### config.mk
export PLATFORM = sky130hd
export DESIGN_NAME = mitchell_antilog_decoder
export DESIGN_NICKNAME = d
export VERILOG_FILES = /design/src/rtl/mitchell_pkg.sv /design/src/rtl/mitchell_antilog_shift.sv /design/src/rtl/mitchell_antilog_decoder.sv
export SDC_FILE = /design/constraint.sdc
export NUM_CORES = 1
export LEC_CHECK = 0
export ABC_AREA = 1
export CELL_PAD_IN_SITES_DETAIL_PLACEMENT = 0
export CELL_PAD_IN_SITES_GLOBAL_PLACEMENT = 1
export CORE_MARGIN = 5
export CORE_UTILIZATION = 37
export CTS_CLUSTER_SIZE = 30
export DETAILED_ROUTE_END_ITERATION = 6
export PLACE_DENSITY_LB_ADDON = 0.1
export SLEW_MARGIN = 10
export SYNTH_ARGS = -nofsm -noshare
export SYNTH_HDL_FRONTEND = slang
export SYNTH_SLANG_ARGS = --single-unit
export TNS_END_PERCENT = 20
### constraint.sdc
create_clock -name clk -period 1.5 [get_ports clk]
set_clock_uncertainty 0.05 [all_clocks]
set_input_delay 0.3 -clock clk [delete_from_list [all_inputs] [get_ports clk]]
set_output_delay 0.3 -clock clk [all_outputs]
set_load 0.02 [all_outputs]
### src/rtl/mitchell_pkg.sv
// mitchell_pkg: shared widths and the align-stage mantissa builder for the Mitchell antilog decoder
package mitchell_pkg;
  localparam int W = 8;
  localparam int K_W = 4;
  localparam int FRAC_W = 7;
  localparam int CORR_W = 10;
  localparam int MANT_W = 2 + CORR_W;
  // Mantissa in units of 2^-corr_w: 1.f (or the carried f itself) rescaled, plus the LUT correction
  function automatic logic [31:0] s1_mant(input logic [31:0] fsum, input logic [31:0] corr,
                                          input int frac_w, input int corr_w);
    logic [31:0] f;
    f = fsum << (corr_w - frac_w);
    return (fsum[frac_w] ? f : f + (32'd1 << corr_w)) + corr;
  endfunction
endpackage

### src/rtl/mitchell_antilog_shift.sv
// mitchell_antilog_shift: combinational shift (S2) and floor/saturate (S3) datapath
module mitchell_antilog_shift #(
  parameter int W = 8,
  parameter int K_W = 4,
  parameter int CORR_W = 10
) (
  input  logic [K_W:0]                e1,
  input  logic [CORR_W+1:0]           m1,
  output logic [CORR_W+2*W+1:0]       t1,
  input  logic [K_W:0]                e2,
  input  logic [CORR_W+2*W+1:0]       t2,
  output logic [2*W-1:0]              p,
  output logic                        sat
);
  localparam int TW = CORR_W + 2*W + 2;
  logic [2*W+1:0] q;
  assign t1 = TW'(m1) << e1;
  assign q = t2[TW-1:CORR_W];
  assign sat = (e2 >= (K_W+1)'(2*W)) || (|q[2*W+1:2*W]);
  assign p = sat ? '1 : q[2*W-1:0];
endmodule

### src/rtl/mitchell_antilog_decoder.sv
// mitchell_antilog_decoder: 3-stage align/shift/truncate pipeline turning a Mitchell log sum into a linear product
module mitchell_antilog_decoder #(
  parameter int W = mitchell_pkg::W,
  parameter int K_W = mitchell_pkg::K_W,
  parameter int FRAC_W = mitchell_pkg::FRAC_W,
  parameter int CORR_W = mitchell_pkg::CORR_W
) (
  input  logic              clk,
  input  logic              rst,
  input  logic              in_valid,
  output logic              in_ready,
  input  logic [K_W-1:0]    in_k,
  input  logic [FRAC_W:0]   in_fsum,
  input  logic [CORR_W-1:0] in_corr,
  input  logic              in_zero,
  output logic              out_valid,
  input  logic              out_ready,
  output logic [2*W-1:0]    out_p,
  output logic              out_sat
);
  import mitchell_pkg::*;
  localparam int MW = 2 + CORR_W;
  localparam int TW = MW + 2*W;
  logic v1, v2, v3, adv1, adv2, adv3, z1, z2, sat;
  logic [K_W:0] e1, e2;
  logic [MW-1:0] m1;
  logic [TW-1:0] t1, t2;
  logic [2*W-1:0] p;
  assign adv3 = !v3 || out_ready;
  assign adv2 = !v2 || adv3;
  assign adv1 = !v1 || adv2;
  assign in_ready = adv1;
  assign out_valid = v3;
  mitchell_antilog_shift #(.W(W), .K_W(K_W), .CORR_W(CORR_W)) u_shift (
    .e1(e1), .m1(m1), .t1(t1), .e2(e2), .t2(t2), .p(p), .sat(sat)
  );
  always_ff @(posedge clk) begin
    if (rst) begin
      v1 <= 1'b0;
      v2 <= 1'b0;
      v3 <= 1'b0;
      out_p <= '0;
      out_sat <= 1'b0;
    end else begin
      if (adv1) begin
        v1 <= in_valid;
        e1 <= (K_W+1)'(in_k) + (K_W+1)'(in_fsum[FRAC_W]);
        m1 <= MW'(s1_mant(32'(in_fsum), 32'(in_corr), FRAC_W, CORR_W));
        z1 <= in_zero;
      end
      if (adv2) begin
        v2 <= v1;
        e2 <= e1;
        t2 <= t1;
        z2 <= z1;
      end
      if (adv3) begin
        v3 <= v2;
        out_p <= z2 ? '0 : p;
        out_sat <= !z2 && sat;
      end
    end
  end
endmodule

## Word level (Yosys, flattened, before mapping)

Index checks and enable logic that the tools add are counted.

| storage, ports and cells | value |
|---|---|
| output and inout port bits | 19 |
| input bits | 27 |
| register bits | 72 |
| word-level logic and storage cells | 32 |

| cells by class | value |
|---|---|
| reductions and logical operators | 12 |
| shift-type cells | 1 |
| magnitude comparators | 1 |
| bitwise logic cells | 1 |
| muxes and demuxes | 3 |
| $add $sub $neg | 3 |

Operators with widths:

| cell | number |
|---|---|
| $mux 16 | 2 |
| $shl 12x5->28 | 1 |
| $add 11x11->12 const B | 1 |
| $add 12x10->12 | 1 |
| $mux 12 | 1 |
| $add 4x1->5 | 1 |
| $ge 5x5->1 const B | 1 |
| $logic_not 1->1 | 4 |
| $logic_or 1x1->1 | 4 |
| $reduce_and 2->1 | 2 |
| $reduce_or 2->1 | 1 |
| $logic_and 1x1->1 | 1 |
| $not 1->1 | 1 |

## Longest topological paths before layout

| depth | value |
|---|---|
| depth after elaboration | 5 |
| depth in mapped cells | 8 |
| mapped depth without buffers | 7 |

## Hierarchy

Synthesis repeated with hierarchy kept, for this count alone.

| second synthesis, totals | value |
|---|---|
| cells, all modules | 428 |
| area total of the unflattened synthesis | 3,878.7 um^2 |

Modules (own cells, without submodules):

| module | sequential area each (um^2) | area each (um^2) | cells each | instances |
|---|---|---|---|---|
| mitchell_antilog_decoder | 1,961.9 | 2,718.9 | 220 | 1 |
| mitchell_antilog_shift | 0.0 | 1,159.9 | 208 | 1 |

## Least setup slack after synthesis

No wires, ideal clock.

| path | value |
|---|---|
| path type | flip-flop to flip-flop |
| from | register v3, in the netlist out_valid |
| to | register e1[0] (enable) |
| required time | 1,125 ps |
| clock period less this slack | 1,803 ps |
| arrival | 1,428 ps |
| cell stages (with the launch flop) | 8 |
| setup slack | -303 ps |
| path buffers | 0 |
| setup time | 325 ps |
| path through | dfxtp_1 -> inv_1 -> nor2_4 -> inv_2 -> nor2_1 -> nand2_1 -> nand2_1 -> inv_1 |

| on the way | value |
|---|---|
| word-level cells in the longest chain between the ends | 5 |

RTL lines:

| what | RTL line | source |
|---|---|---|
| from (decl) | mitchell_antilog_decoder.sv:24 | `logic v1, v2, v3, adv1, adv2, adv3, z1, z2, sat;` |
| from (signal assigned) | mitchell_antilog_decoder.sv:58 | `v3 <= v2;` |
| $logic_not 1->1 | mitchell_antilog_decoder.sv:29 | `assign adv3 = !v3 \|\| out_ready;` |
| $logic_or 1x1->1 | mitchell_antilog_decoder.sv:29 |  |
| $logic_or 1x1->1 | mitchell_antilog_decoder.sv:30 | `assign adv2 = !v2 \|\| adv3;` |
| $logic_or 1x1->1 | mitchell_antilog_decoder.sv:31 | `assign adv1 = !v1 \|\| adv2;` |
| net in_ready | mitchell_antilog_decoder.sv:11 | `output logic in_ready,` |
| $reduce_and 2->1 (no source line) | n/a |  |
| to (signal assigned) | mitchell_antilog_decoder.sv:47 | `e1 <= (K_W+1)'(in_k) + (K_W+1)'(in_fsum[FRAC_W]);` |
| to (decl) | mitchell_antilog_decoder.sv:25 | `logic [K_W:0] e1, e2;` |

The timed path passes the listed nets, and every way through them passes these cells.
A chain may end at the register's enable or synchronous reset.

## Worst setup path in the final report

| path | value |
|---|---|
| from | register e1[0] |
| to | register t2[24], data pin |

| on the way | value |
|---|---|
| word-level cells in the longest chain between the ends | 1 |

RTL lines:

| what | RTL line | source |
|---|---|---|
| $shl 12x5->28 | mitchell_antilog_shift.sv:17 | `assign t1 = TW'(m1) << e1;` |
| net t1[24] | mitchell_antilog_decoder.sv:27 | `logic [TW-1:0] t1, t2;` |
| to (signal assigned) | mitchell_antilog_decoder.sv:54 | `t2 <= t1;` |
| to (decl) | mitchell_antilog_decoder.sv:27 |  |

The timed path passes the listed nets, and every way through them passes these cells.

==> flow_metrics.env <==
export IMPL_clock_fmax_mhz=638.4
export IMPL_path_class="reg -> reg"
export IMPL_synthArstFlopShare_pct=0
export IMPL_synth_edff_count=38
export IMPL_failed_checks="negative setup slack"
export IMPL_stdcell_area_mm2=0.004343
export IMPL_ys_types=30
export IMPL_grtUsageTotal_pct=14.36
export IMPL_synthTopCellsByArea="edfxtp_1, nand2_1, dfxtp_1, nand3_1, ha_1"
export IMPL_wl_per_cell_um=13.07
export IMPL_end_kind="flip-flop"
export IMPL_fp_dieW_um=100.7
export IMPL_dp_hpwl_um=5129
export IMPL_cp_buffers_inverters=2
export IMPL_hold_class="in -> reg"
export IMPL_antenna_found_initial=0
export IMPL_power_density_mw_per_mm2=963.7
export IMPL_p_leak_uw=0.001888
export IMPL_crit_family="flip-flops"
export IMPL_syn2layout_area_growth_pct=42.66
export IMPL_synth_top_area_cell="edfxtp_1"
export IMPL_cp_depth=8
export IMPL_grt_pass1_wl_um=11580
export IMPL_dieArea_mm2=0.01014
export IMPL_reg2reg_depth=8
export IMPL_setup_viol=18
export IMPL_vdd_drop_max_mv=0.3566
export IMPL_synth_top_flop_cell="edfxtp_1"
export IMPL_antenna_cells=0
export IMPL_cts_buffer_depth=2
export IMPL_nets=461
export IMPL_synthCells=346
export IMPL_r2r_slack_ps=-70
export IMPL_wirelength_um=6982
export IMPL_placed_area_mm2=0.003850
export IMPL_worstPathMaxFanout=5
export IMPL_synth_commonest_cells="nand2_1, nand3_1, edfxtp_1, dfxtp_1, a31oi_1"
export IMPL_min_delay_path_depth=2
export IMPL_yosysMostFrequentCell="nand2_1"
export IMPL_critPathRequiredTime_ps=1550
export IMPL_gp_congestion=0.8501
export IMPL_status="complete, but fails checks"
export IMPL_cts_tree="done"
export IMPL_grt_max_degree=21
export IMPL_crit_path_top_delay_cell="edfxtp_1"
export IMPL_start_util_pct=37.43
export IMPL_slew_headroom_pct=55.95
export IMPL_die_height_um=100.7
export IMPL_clk_pin_slew_worst_paths_ps=60
export IMPL_crit_chain="inv_4 -> buf_12 -> nand2_4 -> nand3_4 -> nand3_2 -> nand2_2 -> o21ai_2 -> nand2_1"
export IMPL_seq_area_frac_synth_pct=50.64
export IMPL_period_share_pct=104.4
export IMPL_cts_root_buf="clkbuf_8"
export IMPL_drtIter0Drc=86
export IMPL_synth_nets=383
export IMPL_drv_cap=0
export IMPL_synth_area_per_cell_um2=8.798
export IMPL_synth_area_mm2=0.003044
export IMPL_fin_crit_ps=1566
export IMPL_port_buffers=45
export IMPL_utilization_pct=53.39
export IMPL_drc=0
export IMPL_yosys_warnings=0
export IMPL_drt_pre_antenna_iters=5
export IMPL_arrival_ps=1610
export IMPL_ctsHoldBuffers=0
export IMPL_start_kind="flip-flop"
export IMPL_clock_sinks=58
export IMPL_drive_above_1_share_pct=29.37
export IMPL_grt_pass1_vias=2467
export IMPL_tightest_slew_ps=660.7
export IMPL_rows=33
export IMPL_final_max_slew_viol_count=0
export IMPL_io_pins=46
export IMPL_num_vias=2565
export IMPL_routed_via_density=4.803
export IMPL_synth_seq_cells=58
export IMPL_coreArea_mm2=0.008134
export IMPL_cts_buffers_inserted=9
export IMPL_antenna_left=0
export IMPL_yosysTopAreaCellShare_pct=37.48
export IMPL_rsz0062_at_grt="true"
export IMPL_timing_final_ws_setup_ps=-66.36
export IMPL_clock_latency_ps=340
export IMPL_htreeDepth=3
export IMPL_hold_viol_final=0
export IMPL_grt_overflow_total=0
export IMPL_worst_path_largest_cell_delay_ps=510
==> timing repair <==
| item | CTS | global route |
|---|---|---|
| pin swaps | 4 | 17 |
| setup buffers | 0 | 2 |
| resized for setup | 32 | 64 |
| endpoints found under the hold margin | 0 | 0 |
| endpoints found under the setup margin | 34 | 54 |
| cloned | 0 | 2 |
==> per-layer routing <==
layer | vias to the layer above | part of all wire [%] | track usage, %
met1 | 1159 | 45 | 18.35
met2 | 51 | 50 | 23.70
met5 | - | 0 | 0
met4 | 0 | 1.5 | 5.699
li1 | 1344 | - | -
met3 | 11 | 4.3 | 2.976
==> placed cells by master (no fill, tap or decap), types with 6 or more instances in the layout <==
cell type          n
a21oi_1            9
a31oi_1           17
buf_4             27
clkbuf_8           9
clkdlybuf4s50_1   21
dfxtp_1           19
dlygate4sd2_1     21
edfxtp_1          38
inv_1             13
nand2_1          104
nand2_2           17
nand3_1           24
nand3_2           28
nor2_1             8
xor2_1             6
==> cell families (layout without fill, tap and decap cells) <==
kind of cell    Yosys count  in the layout  share of synthesized area (%)
flops                    58             58                          50.64
compound gates           38             38                          7.809
buf+inv                  33            116                          5.548
fa+ha+maj                10             10                          4.357
simple gates            200            200                          29.63
xor+xnor                  7              7                          2.014
==> flip-flops by register name (all words and copies together) (netlist names) <==
| signal | flops |
|---|---|
| z1 | 1 |
| e2 | 1 |
| z2 | 1 |
| out_sat | 1 |
| v1 | 1 |
| out_valid | 1 |
| out_p | 16 |
| e1 | 5 |
| t2 | 18 |
| v2 | 1 |
| m1 | 12 |
==> final timing paths <==
check / start / end
worst min register to register: z1 / z2
worst max register to register: e1[0] / t2[24]
worst min-delay path: in_fsum[0] / m1[3]
worst max-delay path: e1[0] / t2[24]
==> per-stage QoR <==
step	power (µW)	instances	hold WS (ps)	setup WS, ps	TNS, ps
finish	4185	534	352.3	-66.36	-668.0
global route	4432	534	349.4	-163.0	-2611
CTS	4090	530	350.4	-45.97	-67.40
detailed placement	2871	514	355.4	-547.4	-17830
global placement	2860	514	357.7	-530.2	-17210
floorplan	2491	346	348.9	-203.6	-4092
==> layout make-up <==
type	count	area (µm²)
timing repair buffer	82	803.3
clock buffer	10	127.6
multi-input combinational	255	1627
inverter	18	76.32
fill	783	3791
clock inverter	6	32.53
sequential	58	1545
tap	105	131.4
==> power breakdown <==
group          internal [µW]  switching, µW
Sequential              1870           78.1
Combinational            451            563
Clock                    588            637
Total                   2910           1280
Power figures use the tool's default switching activity.
